### config.mk
export PLATFORM = sky130hd
export DESIGN_NAME = seq_divider
export DESIGN_NICKNAME = d
export VERILOG_FILES = /design/src/rtl/seq_divider_pkg.sv /design/src/rtl/seq_div_step.sv /design/src/rtl/seq_divider.sv
export SDC_FILE = /design/constraint.sdc
export NUM_CORES = 1
export LEC_CHECK = 0
export CAP_MARGIN = 10
export CORE_ASPECT_RATIO = 0.75
export CORE_MARGIN = 3
export CORE_UTILIZATION = 45
export DETAILED_ROUTE_END_ITERATION = 6
export HOLD_SLACK_MARGIN = 0.03
export PLACE_DENSITY_LB_ADDON = 0.08
export RECOVER_POWER = 25
export SYNTH_ARGS = -nofsm -noshare
export SYNTH_HDL_FRONTEND = slang
export SYNTH_SLANG_ARGS = --single-unit
### constraint.sdc
create_clock -name clk -period 7.9 [get_ports clk]
set_input_delay 1.58 -clock clk [delete_from_list [all_inputs] [get_ports clk]]
set_output_delay 1.58 -clock clk [all_outputs]
set_load 0.05 [all_outputs]
### src/rtl/seq_divider_pkg.sv
// Shared types and defaults for the sequential signed divider.
// Contents: FSM state encoding and the default operand width.
// Imported by seq_divider and seq_div_step.
package seq_divider_pkg;

   localparam int DIV_WIDTH_DEFAULT = 32;

   typedef enum logic [2:0] {
      IDLE = 3'd0,
      PREP = 3'd1,
      ITER = 3'd2,
      FIX  = 3'd3,
      DONE = 3'd4
   } state_t;

endpackage

### src/rtl/seq_div_step.sv
// One restoring shift-subtract step on magnitudes (purely combinational).
// Ports: r_in/q_in = current partial remainder and quotient shift register,
//        b_mag = divisor magnitude; r_out/q_out = values after the step.
module seq_div_step
   import seq_divider_pkg::*;
#(
   parameter int WIDTH = DIV_WIDTH_DEFAULT
) (
   input  logic [WIDTH:0]   r_in,
   input  logic [WIDTH-1:0] q_in,
   input  logic [WIDTH-1:0] b_mag,
   output logic [WIDTH:0]   r_out,
   output logic [WIDTH-1:0] q_out
);

   logic [WIDTH:0]   r_sh;
   logic [WIDTH-1:0] q_sh;
   logic [WIDTH:0]   b_ext;

   always_comb begin
      // {R,Q} shifted left by one; the MSB of Q enters the bottom of R.
      r_sh  = (r_in << 1) | {{WIDTH{1'b0}}, q_in[WIDTH-1]};
      q_sh  = q_in << 1;
      // R is one bit wider than |b| so the compare stays exact for
      // magnitudes up to 2^WIDTH-1.
      b_ext = {1'b0, b_mag};
      r_out = r_sh;
      q_out = q_sh;
      if (r_sh >= b_ext) begin
         r_out = r_sh - b_ext;
         q_out = q_sh | {{(WIDTH-1){1'b0}}, 1'b1};
      end
   end

endmodule

### src/rtl/seq_divider.sv
// Multicycle signed divider producing HI (remainder) and LO (quotient).
// Ports: clk, reset (async active-high), start/a/b request, hi/lo results,
//        ready (1-cycle done pulse), div_zero (with ready when b==0), busy.
// Build option SEQ_DIVIDER_UNSIGNED_EN adds is_unsigned (DIVU) sampled with start.
module seq_divider
   import seq_divider_pkg::*;
#(
   parameter int WIDTH = DIV_WIDTH_DEFAULT,
   parameter int CNT_W = $clog2(WIDTH) + 1
) (
   input  logic             clk,
   input  logic             reset,
   input  logic             start,
`ifdef SEQ_DIVIDER_UNSIGNED_EN
   input  logic             is_unsigned,
`endif
   input  logic [WIDTH-1:0] a,
   input  logic [WIDTH-1:0] b,
   output logic [WIDTH-1:0] hi,
   output logic [WIDTH-1:0] lo,
   output logic             ready,
   output logic             div_zero,
   output logic             busy
);

   state_t           state;
   logic [WIDTH-1:0] a_mag;
   logic [WIDTH-1:0] b_mag;
   logic [WIDTH:0]   r;
   logic [WIDTH-1:0] q;
   logic [CNT_W-1:0] cnt;
   logic             sign_q;
   logic             sign_r;

   logic             uns;
   logic [WIDTH-1:0] a_abs;
   logic [WIDTH-1:0] b_abs;
   logic [WIDTH:0]   r_next;
   logic [WIDTH-1:0] q_next;
   logic [WIDTH-1:0] r_low;

`ifdef SEQ_DIVIDER_UNSIGNED_EN
   assign uns = is_unsigned;
`else
   assign uns = 1'b0;
`endif

   // |x| of the most negative value is itself, which is the correct
   // unsigned magnitude; unsigned operations use the raw operands.
   always_comb begin
      a_abs = (!uns && a[WIDTH-1]) ? -a : a;
      b_abs = (!uns && b[WIDTH-1]) ? -b : b;
   end

   assign r_low = r[WIDTH-1:0];

   seq_div_step #(.WIDTH(WIDTH)) u_step (
      .r_in  (r),
      .q_in  (q),
      .b_mag (b_mag),
      .r_out (r_next),
      .q_out (q_next)
   );

   always_ff @(posedge clk or posedge reset) begin
      if (reset) begin
         state    <= IDLE;
         hi       <= '0;
         lo       <= '0;
         ready    <= 1'b0;
         div_zero <= 1'b0;
         busy     <= 1'b0;
         a_mag    <= '0;
         b_mag    <= '0;
         r        <= '0;
         q        <= '0;
         cnt      <= '0;
         sign_q   <= 1'b0;
         sign_r   <= 1'b0;
      end else begin
         ready    <= 1'b0;
         div_zero <= 1'b0;
         case (state)
            IDLE: begin
               if (start) begin
                  if (b == '0) begin
                     // Divide-by-zero skips the datapath; hi/lo untouched.
                     ready    <= 1'b1;
                     div_zero <= 1'b1;
                     state    <= DONE;
                  end else begin
                     a_mag  <= a_abs;
                     b_mag  <= b_abs;
                     sign_q <= !uns && (a[WIDTH-1] ^ b[WIDTH-1]);
                     sign_r <= !uns && a[WIDTH-1];
                     busy   <= 1'b1;
                     state  <= PREP;
                  end
               end
            end
            PREP: begin
               r     <= '0;
               q     <= a_mag;
               cnt   <= CNT_W'(WIDTH);
               state <= ITER;
            end
            ITER: begin
               r   <= r_next;
               q   <= q_next;
               cnt <= cnt - CNT_W'(1);
               if (cnt == CNT_W'(1)) state <= FIX;
            end
            FIX: begin
               // Remainder takes the dividend's sign; -MIN/-1 wraps silently.
               lo    <= sign_q ? -q : q;
               hi    <= sign_r ? -r_low : r_low;
               busy  <= 1'b0;
               ready <= 1'b1;
               state <= DONE;
            end
            DONE: begin
               state <= IDLE;
            end
            default: begin
               state <= IDLE;
            end
         endcase
      end
   end

endmodule

Yosys cells after proc, flatten, opt, wreduce, memory -nomap -nowiden
Index checks and enable logic that the tools add are counted.
- flip-flop bits (word level): 206
- bitwise operators: 3
- mux-type cells: 20
- reductions and logical operators: 7
- eq/ne operators: 7
- $lt $le $gt $ge: 1
- $add $sub $neg: 6
- operator list (cell ; count):
    2-to-1 mux 32 bit ; 5
    negator 32 bit ; 4
    case mux 32 bit (2 select lines) ; 2
    >= comparator 33 x 32 -> 1 bit ; 1
    bitwise OR 33 x 1 -> 33 bit ; 1
    logical NOT 32 bit ; 1
    subtractor 32 bit ; 1
    case mux 3 bit (4 select lines) ; 1
    case mux 6 bit (2 select lines) ; 1
    2-to-1 mux 3 bit ; 3
    == test 3 x 2 -> 1 bit, second input constant ; 2
    == test 6 x 1 -> 1 bit, second input constant ; 1
    2-to-1 mux 1 bit ; 6
    != test 2 bit, second input constant ; 3
    AND reduction 3 bit ; 2
    subtractor 6 x 1 -> 6 bit, second input constant ; 1
    case mux 1 bit (2 select lines) ; 2
    nonzero test 2 bit ; 2
    == test 3 x 1 -> 1 bit, second input constant ; 1
    logical NOT 3 bit ; 1
    AND reduction 2 bit ; 1
    inverter 1 bit ; 1
    bitwise XOR 1 bit ; 1

Logic depth before layout (Yosys ltp)
Gate-level depths: netlist of the first run.
- word-level depth: 4
- mapped depth: 14
- gate-level depth less buffers: 13

Modules after synthesis
From an unflattened synthesis of the first run, not the netlist that was laid out.
- cell total of the unflattened synthesis: 1429
- area total of the unflattened synthesis: 13176.4 µm²
- modules (own cells, without submodules) (module ; area each (µm²) ; cells an instance ; sequential area each (µm²) ; instances):
    seq_divider ; 10412.5 ; 1061 ; 5180.0 ; 1
    seq_div_step ; 2763.9 ; 368 ; 0.0 ; 1

Worst setup path before layout of the first run
No wires, ideal clock.
- path kind: input port to flip-flop
- start: input port a[8]
- end: register a_mag[31]
- setup slack: 3811 ps
- library setup time: 74 ps
- required time: 7826 ps
- stages on the path: 8
- data arrival time: 4015 ps
- cell sequence: or4_4 -> or4_4 -> or3_4 -> nand2b_4 -> or2_1 -> nand2b_4 -> or4_4 -> o21ai_2
- cells in the longest elaborated chain, start to end: 2
- RTL lines (element ; RTL line ; text):
    start, declared ; seq_divider.sv:17 ; input logic [WIDTH-1:0] a,
    negator 32 bit ; seq_divider.sv:51 ; a_abs = (!uns && a[WIDTH-1]) ? -a : a;
    2-to-1 mux 32 bit ; seq_divider.sv:51 ;
    end signal, assigned ; seq_divider.sv:92 ; a_mag <= a_abs;
    end, declared ; seq_divider.sv:27 ; logic [WIDTH-1:0] a_mag;
Every way passes these cells.
A chain may end at the register's enable or synchronous reset.

==> results.json, run 1 <==
{
  "run_status": "finished, violations left",
  "violations": "max-capacitance violations, max-slew violations",
  "vdd_drop_max_uv": 287.7,
  "gp_congestion": 0.9284,
  "worstPathRequired_ns": 8.42,
  "slowest_delay_ns": 2.14,
  "drc": 0,
  "drt_pre_antenna_iters": 6,
  "row_count": 51,
  "grt_pass1_wl_um": 53120,
  "yosysSeqAreaShare_pct": 42.42,
  "cts_resized": 0,
  "leakage_nw": 6.408,
  "holdWs_ns": 0.4751,
  "num_antenna_cells": 0,
  "fp.dieW_um": 195.8,
  "crit_path_max_fanout": 86,
  "die_h_um": 148.3,
  "synth_edf_count": 0,
  "io_buffers": 133,
  "grt_max_degree": 128,
  "crit_arrival_ns": 5.36,
  "async_reset_ff_share_pct": 100.0,
  "grt_usage_pct": 22.58,
  "vias_per_cell": 5.541,
  "drtAntennaViolNets": 0,
  "setup_viol": 0,
  "cts-htree-levels": 1,
  "grt_setup_unrepaired": "false",
  "timing.final.crit_share_pct": 61.33,
  "syn2layout_area_growth_pct": 19.41,
  "fin_area_um2": 14510,
  "die_area_um2": 29030,
  "final_net_count": 1601,
  "root_buffer": "clkbuf_16",
  "hold_buffers": 0,
  "maxSlewViolCount": 196,
  "cts_buffers": 24,
  "end_kind": "asynchronous set/reset pin",
  "num_io_pins": 134,
  "place_area_um2": 13740,
  "syn_nets": 1501,
  "tritoncts": "built",
  "critPathKind": "primary input to asynchronous set/reset pin",
  "clk_latency_ns": 0.52,
  "period_needed_ns": 4.845,
  "final_cell_mix": "nand2_1 (285), o21ai_0 (207), dfrtp_1 (206), clkdlybuf4s50_1 (132), xor2_1 (88)",
  "fmax_ghz": 0.2064,
  "drt-total-wl_um": 32910,
  "drt_iter0_drc": 881,
  "total_power_mw": 7.017,
  "synthTopCellsByArea": "dfrtp_1 (42%), nand2_1 (8.8%), o21ai_0 (8.5%)",
  "critical_path_buf_inv_count": 3,
  "fin_skew_ns": 0.01762,
  "ys_types": 63,
  "crit_chain": "dlygate4sd3_1 -> clkinvlp_2 -> buf_4",
  "final_common_cell": "nand2_1",
  "dp_hpwl_um": 24500,
  "yosys.area.top_type": "dfrtp_1",
  "nFillCells": 2494,
  "synth_top_area_share_pct": 42.42,
  "drive_above_1_share_pct": 4.371,
  "grt_pass1_vias": 9377,
  "cap_violations": 3,
  "yosys_register_bits": 206,
  "vias": 10270,
  "wire_per_inst_um": 17.75,
  "syn-mean-instance-area_um2": 8.711,
  "worstRegToRegCells": 7,
  "cpLargestDelayFamily": "buffers and inverters",
  "ys.flop_type": "dfrtp_1",
  "cts_sinks": 206,
  "gr-total-overflow": 0,
  "grt_antenna_before_repair": 0,
  "start_util_pct": 46.22,
  "synth_area_um2": 12150,
  "yosys_warnings": 0,
  "critPathLaunchType": "primary input",
  "setup_tns_ns": 0,
  "final_hold_viol_count": 0,
  "post_cts_buffers": 0,
  "tightest_slew_ns": 3.814,
  "clk_pin_slew_worst_paths_ns": 0.06,
  "cts_buffer_depth": 3,
  "path_depth": 3,
  "fp.coreArea_um2": 26290,
  "slowest_stage": "clkinvlp_2",
  "synth_cells": 1395,
  "hp-class": "flop to flop",
  "power_density_nw_per_um2": 483.6,
  "max_slew_margin_pct": -155.7,
  "min_path_cells": 2
}
[path summary, 6_finish.rpt]
kind	from	endpoint	slack, ns
worst max-delay path	reset	r[18]$_DFFE_PP0N_	3.06
worst min-delay path	hi[18]$_DFFE_PP0P_	hi[18]$_DFFE_PP0P_	0.48
min in group asynchronous	reset	lo[8]$_DFFE_PP0P_	2.67
worst min register to register	hi[18]$_DFFE_PP0P_	hi[18]$_DFFE_PP0P_	0.48
worst max register to register	state[2]$_DFFE_PP0P_	r[24]$_DFFE_PP0N_	3.51
max in group clk	b[14]	a_mag[16]$_DFFE_PP0P_	3.26
[stage by stage]
stage	std cells	util, %	setup WS [ns]
after global placement	1813	52.27	2.915
final	1854	55.19	3.055
after global routing	1854	55.19	2.330
after floorplan	1395	-	0.6959
after CTS	1854	55.26	3.256
after detailed placement	1813	52.27	2.722
[final cells by class]
cell class / count / area (µm²) / area share (%)
repair buffers: 144 / 1403 / 9.666
inverters: 57 / 215.2 / 1.483
clock inverters: 6 / 82.58 / 0.5691
multi-input cells: 1062 / 6521 / 44.94
clock buffers: 35 / 703.2 / 4.846
flip-flops and latches: 206 / 5155 / 35.53
well taps: 344 / 430.4 / 2.966
[per-layer routing]
layer	vias up	GRT usage, %	wire, µm	share of wire [%]
met5	-	0	0	0
met4	0	3.349	429	1.3
met3	25	3.125	2125	6.5
met2	317	26.27	11080	34
met1	4803	41.82	19280	59
li1	5128	-	-	-
[Yosys cell counts (15+ instances only)]
library cell and count:
nand2_1 286, o21ai_0 207, dfrtp_1 206, xor2_1 88, inv_1 57, xnor2_1 56
clkbuf_1 55, a21oi_1 48, ha_1 38, nor2_1 37, o31ai_1 34, a22oi_1 33
mux2i_1 23, o41ai_1 22, or4_1 17, a21o_1 15
[cells by family after synthesis]
logic type                 synth area share [%]
xor gates and xnor gates                  10.38
muxes                                     1.895
and+or+nand+nor                           16.73
AOI/OAI and AO/OA                         20.46
buffers and inverters                     4.036
DFF                                       42.42
adders and majority gates                 4.077
[worst register-to-register path: stages, from the launching register on]
cell and delay, ns:
dfrtp_1 0.43, nor2_1 0.17, and2_1 0.15, clkbuf_1 1.68
nor2_4 0.05, clkbuf_1 1.09, a32oi_1 0.52, o21ai_0 0.15
[report_power, final]
| group | internal, mW | switching (mW) | total (mW) |
|---|---|---|---|
| Sequential | 1.52 | 0.494 | 2.02 |
| Combinational | 1.45 | 2.45 | 3.89 |
| Clock | 0.677 | 0.430 | 1.11 |
| Total | 3.65 | 3.37 | 7.02 |
[state kept, by name (all words and copies together), names as in the netlist]
name	cells
r	32
b_mag	32
sign_q	1
ready	1
a_mag	32
hi	32
sign_r	1
busy	1
state	3
q	32
cnt	6
lo	32
div_zero	1
No activity file was read; power rests on OpenSTA's default activity.
==> run 2, diff against run 1 <==
Clock period 7.9 ns to 4.4 ns, I/O delays scaled along.
==> run 2 against run 1 <==
The run still ends with max-capacitance violations, max-slew violations left. Clock power is 60% higher. Clock-buffer cell count fell by 6. Global-route usage fell by 0.15 points. Sequential power increased by 76%.
==> results.json, run 2 (synthesis results as in run 1) <==
{
  "period_needed_ns": 3.696,
  "setup_tns_ns": 0,
  "tritoncts": "built",
  "fp.dieW_um": 195.8,
  "worstPathRequired_ns": 4.80,
  "drc": 0,
  "place_area_um2": 13900,
  "clk_pin_slew_worst_paths_ns": 0.06,
  "fin_area_um2": 14560,
  "cap_violations": 3,
  "maxSlewViolCount": 209,
  "fp.coreArea_um2": 26290,
  "slowest_stage": "a221oi_1",
  "violations": "max-capacitance violations, max-slew violations",
  "crit_arrival_ns": 4.09,
  "row_count": 51,
  "drt_iter0_drc": 801,
  "root_buffer": "clkbuf_16",
  "fmax_ghz": 0.2705,
  "critPathLaunchType": "flop",
  "hp-class": "flop to flop",
  "post_cts_buffers": 0,
  "cts_buffer_depth": 3,
  "final_net_count": 1618,
  "vias_per_cell": 5.457,
  "worstRegToRegCells": 15,
  "grt_max_degree": 123,
  "die_area_um2": 29030,
  "run_status": "finished, violations left",
  "grt_antenna_before_repair": 0,
  "setup_viol": 0,
  "power_density_nw_per_um2": 857.8,
  "num_io_pins": 134,
  "drive_above_1_share_pct": 5.574,
  "syn2layout_area_growth_pct": 19.78,
  "fin_skew_ns": 0.01382,
  "reg2reg_to": "r[30]$_DFFE_PP0N_",
  "drt-total-wl_um": 32830,
  "grt_pass1_vias": 9297,
  "min_path_cells": 2,
  "total_power_mw": 12.48,
  "max_slew_margin_pct": -79.81,
  "drtAntennaViolNets": 0,
  "cts_buffers": 23,
  "vdd_drop_max_uv": 519.2,
  "min-delay-start": "lo[7]$_DFFE_PP0P_",
  "crit_path_max_fanout": 3,
  "r2r-start": "q[31]$_DFFE_PP0N_",
  "hold_buffers": 0,
  "crit_chain": "inv_1 -> ha_1 -> inv_1 -> fa_1 -> a21o_1 -> a221oi_1 -> o41ai_1 -> buf_4 -> o31ai_1 -> buf_4 -> o31a_1 -> a21oi_1 -> a311oi_1 -> or4_1 -> nand3_1",
  "final_cell_mix": "nand2_1 (285), o21ai_0 (207), dfrtp_1 (206), clkdlybuf4s50_1 (132), xor2_1 (88)",
  "clk_latency_ns": 0.51,
  "cts_resized": 0,
  "die_h_um": 148.3,
  "num_antenna_cells": 0,
  "cts_sinks": 206,
  "grt_setup_unrepaired": "false",
  "timing.final.crit_share_pct": 84.01,
  "wire_per_inst_um": 17.57,
  "cts-htree-levels": 1,
  "leakage_nw": 6.463,
  "tightest_slew_ns": 2.697,
  "grt_pass1_wl_um": 52790,
  "final_hold_viol_count": 0,
  "hold_path_end": "lo[7]$_DFFE_PP0P_",
  "drt_pre_antenna_iters": 6,
  "io_buffers": 133,
  "critPathKind": "flop to flop",
  "gr-total-overflow": 0,
  "slowest_delay_ns": 0.48,
  "final_common_cell": "nand2_1",
  "grt_usage_pct": 22.43,
  "gp_congestion": 0.9008,
  "start_util_pct": 46.22,
  "vias": 10200,
  "end_kind": "flop",
  "dp_hpwl_um": 24830,
  "rrSetupSlack_ns": 0.70
}
## run 2: cell count changes in the layout (fill, tap and decap cells not counted), sizes merged
cell    previous run  this run
buf                8        27
bufinv             2         0
inv               56        57
clkbuf            38        31
clkinv             3         7
## run 2: worst max path at each step
stage | from | end | slack, ns | cells past startpoint
after floorplan | reset | a_mag[0]$_DFFE_PP0P_ | 0.85 | 1
after global placement | a[8] | a_mag[29]$_DFFE_PP0P_ | 0.46 | 10
after detailed placement | b[14] | b_mag[8]$_DFFE_PP0P_ | 0.36 | 11
after CTS | q[31]$_DFFE_PP0N_ | r[30]$_DFFE_PP0N_ | 0.76 | 15
after global routing | reset | state[1]$_DFFE_PP0P_ | 0.27 | 3
final | q[31]$_DFFE_PP0N_ | r[30]$_DFFE_PP0N_ | 0.70 | 15
## run 2: layout make-up
type	count	area [µm²]
fill	2448	11740
multi-input combinational	1062	6521
sequential	206	5155
timing repair buffer	162	1551
clock buffer	29	628.1
tap	344	430.4
inverter	57	215.2
clock inverter	9	53.80
## run 2: metal layers
metal	global-route usage, %	part of all wire, %	up-vias
li1	-	-	5162
met1	40.49	57	4686
met2	26.55	34	316
met3	4.189	7.6	35
met4	3.349	1.4	0
met5	0	0	-
## run 2: report_power, final
group / total (mW) / switching (mW) / internal [mW]
Sequential: 3.56 / 0.828 / 2.73
Combinational: 7.15 / 4.46 / 2.69
Clock: 1.78 / 0.771 / 1.01
## run 2: worst max-delay path, delay by kind of cell (launching register included)
| kind | cells | cell delay, ns |
|---|---|---|
| compound gates | 7 | 1.81 |
| buf+inv | 4 | 0.56 |
| flops | 1 | 0.40 |
| fa+ha+maj | 2 | 0.59 |
| simple gates | 2 | 0.23 |
## run 2: stage by stage
step,hold slack [ns],cells,worst slack (ns),utilization (%)
after floorplan,0.4469,1395,0.8477,-
after global placement,0.4611,1831,0.4573,52.86
after detailed placement,0.4689,1831,0.3564,52.86
after CTS,0.4830,1869,0.7550,55.46
after global routing,0.4927,1869,0.2671,55.36
final,0.4756,1869,0.7035,55.36
==> run 3, diff against run 2 <==
Clock period 4.4 ns to 3.1 ns, I/O delays scaled along.
==> run 3 against run 2 <==
The run ends with design-rule violations, max-capacitance violations, max-slew violations left. Flip-flop and latch count is the same. Clock skew is 0.00072 ns lower. Combinational power increased by 61%. Global-route usage is 0.95 points higher. Register-to-register slack lost 0.61 ns. Total power is 52% higher. Via count rose by 5.6%. First-iteration DRC count grew 6.9%. Die area unchanged. Clock-buffer cell count is 3 higher. Critical path depth decreased by 6. Sequential share of layout area is 2.4 points lower. Critical endpoint is now a_mag[31]$_DFFE_PP0P_. Largest cell class unchanged.
==> results.json, run 3 (synthesis results as in run 1) <==
{
  "tightest_slew_ns": 1.614,
  "slowest_delay_ns": 0.56,
  "register_area_um2": 5156,
  "max_slew_margin_pct": -7.620,
  "leakage_nw": 7.081,
  "num_io_pins": 134,
  "final_cells": 1986,
  "start_util_pct": 46.22,
  "io_buffers": 133,
  "grt_pass1_wl_um": 54840,
  "final_hold_viol_count": 0,
  "setup_tns_ns": 0,
  "vias": 10770,
  "cts_buffer_depth": 3,
  "final_net_count": 1735,
  "fp.dieW_um": 195.8,
  "dp_hpwl_um": 26410,
  "cap_violations": 1,
  "power_density_nw_per_um2": 1216,
  "fmax_ghz": 0.3295,
  "crit_chain": "clkdlybuf4s50_1 -> or4_4 -> or4_4 -> or3_4 -> nand2b_4 -> or2_4 -> nand2b_4 -> or4_4 -> o21ai_2",
  "hold_buffers": 0,
  "root_buffer": "clkbuf_16",
  "row_count": 51,
  "fin_area_um2": 15640,
  "die_area_um2": 29030,
  "drt_pre_antenna_iters": 7,
  "nFillCells": 2404,
  "grt_usage_pct": 23.39,
  "total_power_mw": 19.01,
  "fp.coreArea_um2": 26290,
  "cts_buffers": 23,
  "drive_above_1_share_pct": 13.40,
  "drtAntennaViolNets": 0,
  "wire_per_inst_um": 17.46,
  "tritoncts": "built",
  "fin_skew_ns": 0.01310,
  "drt-total-wl_um": 34680,
  "gr-total-overflow": 0,
  "die_h_um": 148.3,
  "num_antenna_cells": 0,
  "crit_path_max_fanout": 3,
  "critPathKind": "primary input to flop",
  "place_area_um2": 14820,
  "run_status": "finished, violations left",
  "cts_sinks": 206,
  "final_util_pct": 59.49,
  "vias_per_cell": 5.422,
  "cpLargestDelayFamily": "simple AND/OR/NAND/NOR gates",
  "slowest_stage": "or4_4",
  "timing.final.crit_share_pct": 97.90,
  "syn2layout_area_growth_pct": 28.71,
  "worstPathRequired_ns": 3.53,
  "final_cell_mix": "nand2_1 (284), dfrtp_1 (205), o21ai_0 (203), buf_4 (136), clkdlybuf4s50_1 (131)",
  "vdd_drop_max_uv": 722.3,
  "clk_pin_slew_worst_paths_ns": 0.06,
  "critical_path_buf_inv_count": 1,
  "hp-class": "flop to flop",
  "multi_input_area_um2": 6656,
  "end_kind": "flop",
  "drt_iter0_drc": 856,
  "crit_arrival_ns": 3.46,
  "clk_latency_ns": 0.51,
  "maxSlewViolCount": 62,
  "cts-htree-levels": 1,
  "grt_max_degree": 129,
  "placedCellCount": 1944,
  "drc": 3,
  "grt_pass1_vias": 9833,
  "critPathLaunchType": "primary input",
  "violations": "design-rule violations, max-capacitance violations, max-slew violations",
  "setup_viol": 0,
  "grt_antenna_before_repair": 0,
  "timing.critical_path.mode_cell": "or4_4",
  "period_needed_ns": 3.035,
  "final_common_cell": "nand2_1",
  "gp_congestion": 0.9455
}
run 3: cell type report:
| class | count | share of cell area [%] |
|---|---|---|
| tap | 344 | 2.752 |
| clock buffer | 32 | 4.024 |
| inverter | 57 | 1.376 |
| timing repair buffer | 279 | 15.94 |
| multi-input combinational | 1062 | 42.56 |
| clock inverter | 6 | 0.3840 |
| sequential | 206 | 32.97 |
run 3: routing by layer:
| metal | global-route usage, % | up-vias | part of all wire (%) |
|---|---|---|---|
| met1 | 42.37 | 4998 | 57 |
| met2 | 27.87 | 362 | 35 |
| met3 | 3.804 | 31 | 7.3 |
| li1 | - | 5377 | - |
| met5 | 0 | - | 0 |
| met4 | 3.491 | 0 | 1.2 |
run 3: worst paths after layout:
kind	from	end	slack, ns	cells past startpoint
max	a[7]	a_mag[31]$_DFFE_PP0P_	0.07	9
min	lo[15]$_DFFE_PP0P_	lo[15]$_DFFE_PP0P_	0.48	2
max reg2reg	b_mag[3]$_DFFE_PP0P_	r[0]$_DFFE_PP0N_	0.09	13
min reg2reg	lo[15]$_DFFE_PP0P_	lo[15]$_DFFE_PP0P_	0.48	2
max in group asynchronous	reset	r[14]$_DFFE_PP0N_	0.47	3
min in group asynchronous	reset	lo[11]$_DFFE_PP0P_	0.64	2
run 3: worst register-to-register path, cell delays in order, from the launching register on:
cell and delay, ns:
dfrtp_1 0.36, inv_1 0.15, ha_1 0.29, buf_4 0.16, a21o_1 0.17, a21oi_1 0.15
o21ai_0 0.16, a22oi_2 0.26, a21oi_2 0.12, o2111ai_1 0.32, and2_1 0.31, buf_4 0.21
o21ai_0 0.08, a22o_1 0.18
run 3: through the flow:
stage	setup slack (ns)	hold WS [ns]
2_1_floorplan	-0.1923	0.4469
3_3_place_gp	-0.4482	0.4600
3_5_place_dp	-0.5149	0.4697
4_1_cts	0.01548	0.4630
5_1_grt	-0.02781	0.4977
6_report	0.06508	0.4782
run 3: report_power, final:
part | internal, mW | total, mW | leakage (nW) | switching [mW]
registers | 3.88 | 4.94 | 2.61 | 1.06
logic | 4.61 | 11.5 | 4.14 | 6.89
clock network | 1.49 | 2.56 | 0.332 | 1.07
run 3: what timing repair did:
action / CTS / global route
endpoints found under the setup margin: 4 / 38
resized for setup: 3 / 28
pin swaps: 2 / 12
buffers inserted: 0 / 4
